`config.mk`:
```
export PLATFORM = sky130hd
export DESIGN_NAME = plot_arb_wdog
export DESIGN_NICKNAME = d
export VERILOG_FILES = /design/src/rtl/plot_arb_pkg.sv /design/src/rtl/plot_arb_wdog.sv
export SDC_FILE = /design/constraint.sdc
export NUM_CORES = 1
export LEC_CHECK = 0
export BUFFER_PORTS_ARGS = -buffer_cell sky130_fd_sc_hd__buf_2
export CORE_MARGIN = 2
export CORE_UTILIZATION = 37
export CTS_CLUSTER_DIAMETER = 50
export CTS_CLUSTER_SIZE = 30
export DETAILED_ROUTE_END_ITERATION = 10
export PLACE_DENSITY = 0.59
export SYNTH_ARGS = -nofsm -noshare
export SYNTH_HDL_FRONTEND = slang
export SYNTH_SLANG_ARGS = --single-unit
```
`constraint.sdc`:
```
create_clock -name clk -period 1.91 [get_ports clk]
set_input_delay 0.382 -clock clk [delete_from_list [all_inputs] [get_ports clk]]
set_output_delay 0.382 -clock clk [all_outputs]
set_load 0.01 [all_outputs]
```
`src/rtl/plot_arb_pkg.sv`:
```
// plot_arb_pkg: shared state encodings, pixel field widths and watchdog default for plot_arbiter.
package plot_arb_pkg;
  localparam logic [1:0] IDLE = 2'd0;
  localparam logic [1:0] OWN0 = 2'd1;
  localparam logic [1:0] OWN1 = 2'd2;
  localparam int X_W = 8;
  localparam int Y_W = 7;
  localparam int C_W = 3;
  localparam int WDOG_CYCLES_DEF = 1024;
  function automatic logic [1:0] own_state(input logic n);
    return n ? OWN1 : OWN0;
  endfunction
endpackage

```
`src/rtl/plot_arb_wdog.sv`:
```
// plot_arb_wdog: idle-cycle counter that fires when an owner goes WDOG_CYCLES cycles without progress.
module plot_arb_wdog
  import plot_arb_pkg::*;
#(
  parameter int WDOG_CYCLES = WDOG_CYCLES_DEF
) (
  input  logic clk,
  input  logic reset,
  input  logic active,
  input  logic clr,
  output logic fire
);
  localparam int CW = WDOG_CYCLES > 2 ? $clog2(WDOG_CYCLES) : 1;
  logic [CW-1:0] count_q, count_d;
  always_comb begin
    fire = active & ~clr & (count_q == CW'(WDOG_CYCLES - 1));
    count_d = (~active | clr | fire) ? '0 : count_q + CW'(1);
  end
  always_ff @(posedge clk or posedge reset)
    if (reset) count_q <= '0;
    else count_q <= count_d;
endmodule

```
==> results.yml <==
worst_setup_path:
  r2r-end: "count_q[8]"
  cp_top_family: "flip-flops"
  criticalPathCategory: "flip-flop to primary output"
  path_cells: "ha_2 > nand3_4 > nor4_1 > buf_2"
  r2r_setup_slack_ps: 450
  crit_fanout: 7
  cp.depth: 4
  crit_slowest_cell: "dfrtp_1"
  startpoint_type: "flip-flop"
  critPathLaunch: "count_q[0]"
  cp-end-kind: "primary output"
  crit_required_ps: 1530
  reg2reg_depth: 4
  path_buf_inv: 1
  arrival_ps: 1390
  critPathCapture: "fire"
  max_stage_delay_ps: 390
  r2r-start: "count_q[0]"
clocking:
  cts_sinks: 10
  clk_pin_slew_worst_paths_ps: 60
  root_buffer: "clkbuf_4"
  htree_num_levels: 1
  cts_tree: "yes"
  clockBufferDepth: 2
  cts_setup_buffers: 0
  clkLatencyLatePin_ps: 250
  cts_made_buffers: 3
  cts_hold_buf: 0
  ctsResizeCount: 0
die:
  core-area_um2: 1280
  row_count: 13
  top_level_ports: 5
  start_util: 0.394
  die_height_um: 41.0
  dieWidth_um: 41.0
  die_area_um2: 1680
sta:
  hold_ws_ps: 92.9
  fin_crit_ps: 1770
  rsz0062_at_grt: "no"
  finalCritPeriodShare: 0.929
  skew_ps: 0.410
  slew_viol_final: 0
  final.setup.worst_slack_ps: 136
  tns_ps: 0
  hold_viol: 0
  fmax_ghz: 0.564
  worstMarginPinSlew_ps: 375
  setup_viol: 0
  relSlewSlack: 0.750
synth:
  synthFlopType: "dfrtp_1"
  syn_area_um2: 507
  syn_inst: 52
  synth-edff-count: 0
  yosys_warnings: 0
  ys_types: 23
  ys_seq_area_frac: 0.494
  ys_ff_latch: 10
  syn_area_per_cell_um2: 9.74
  synth_fp_nets: 57
  ys_async_sr_fraction: 1.00
route:
  vias: 401
  drtIter0Drc: 7
  antenna_left: 0
  wire_per_inst_um: 12.1
  drt_pass1_iterations: 4
  wl_um: 911
  via_per_inst: 5.35
  route.detailed.drc: 0
grt:
  grt_max_degree: 11
  busiest_layer: "met2"
  overflow: 0
  grtUsageMet3: 0.0326
  grt.met1_usage: 0.178
  antenna_found_initial: 0
  grt_pass1_wl_um: 1420
  grt_pass1_vias: 325
  gr-usage-all-layers: 0.142
  grt_util_met2: 0.199
layout:
  drive_above_1_share: 0.183
  nets: 67
  register_area_um2: 250
  largest_registers: "count_q: 10 flops"
  layout_common_cells: "dfrtp_1 (10), nor2_1 (5), a21oi_1 (4), nand3_1 (4), buf_2 (4)"
  post-route-util: 0.450
  final_cell_area_um2: 578
  fillers: 132
  top_register: "count_q"
  layout_commonest_cell: "dfrtp_1"
  largest_reg_flops: 10
  synthToLayoutAreaGrowth_pct: 14.1
  antennaDiodeCount: 0
  multiInputGateArea_um2: 248
  instances_no_fill: 75
outcome:
  status: "finished, final reports clean"
placement:
  place.gp.congestion: 0.685
  dpl_worst_slack_ps: 377
  io_buffers: 4
  place_area_um2: 553
  placed_cells: 72
  hpwl_um: 713
power:
  p_per_area_nw_per_um2: 634
  p_leak_nw: 0.222
  irDropWorstVdd_uv: 363
  p_total_uw: 366
min_path:
  min_path_type: "primary input to asynchronous set/reset pin"
flow_run:
  maxCapViolCount: 0
-- logic make-up (layout without fill, tap and decap cells) --
kind of cell               Yosys count  after routing  synth area share
xor gates and xnor gates             3              3            0.0519
adders and majority gates            1              1            0.0247
AOI/OAI and AO/OA                   11             11             0.136
DFF                                 10             10             0.494
buffers and inverters                3             11            0.0222
and+or+nand+nor                     24             24             0.272
-- synth_stat cells (2+ instances only) --
master	instances	share of area
nor2_1	5	0.037
o21ai_0	3	0.030
o31ai_1	2	0.030
nand3_1	4	0.040
nand4_1	2	0.025
xnor2_1	2	0.035
dfrtp_1	10	0.49
or3_1	2	0.025
inv_1	3	0.022
nand2_1	3	0.022
a21oi_1	4	0.040
-- power breakdown --
part           total, mW  internal [mW]  switching (mW)
Sequential         0.216          0.214         0.00191
Clock              0.133         0.0722          0.0607
Combinational     0.0178        0.00667          0.0111
-- worst reg2reg max path, cell delays in order (launching register included) --
cell	delay [ps]
dfrtp_1	390
ha_2	240
nand3_4	110
or4_1	480
a21oi_1	170
-- layout make-up --
| class | count | area share |
|---|---|---|
| Clock buffer | 3 | 0.0390 |
| Inverter | 3 | 0.0195 |
| Multi-Input combinational cell | 39 | 0.429 |
| Sequential cell | 10 | 0.433 |
| Tap cell | 15 | 0.0325 |
| Timing Repair Buffer | 5 | 0.0476 |
-- layer usage --
layer  share of wire  routed length [um]
met5               0                   0
met4           0.021                  19
met3           0.016                  15
met2            0.45                 408
met1            0.51                 467
-- worst min-delay path by stage --
| stage | start | to | cells past startpoint |
|---|---|---|---|
| global route | reset | count_q[4] | 2 |
| detailed placement | reset | count_q[5] | 2 |
| floorplan | reset | count_q[0] | 1 |
| finish | reset | count_q[4] | 2 |
| global placement | reset | count_q[3] | 2 |
| CTS | reset | count_q[8] | 2 |
Power figures use the tool's default switching activity.
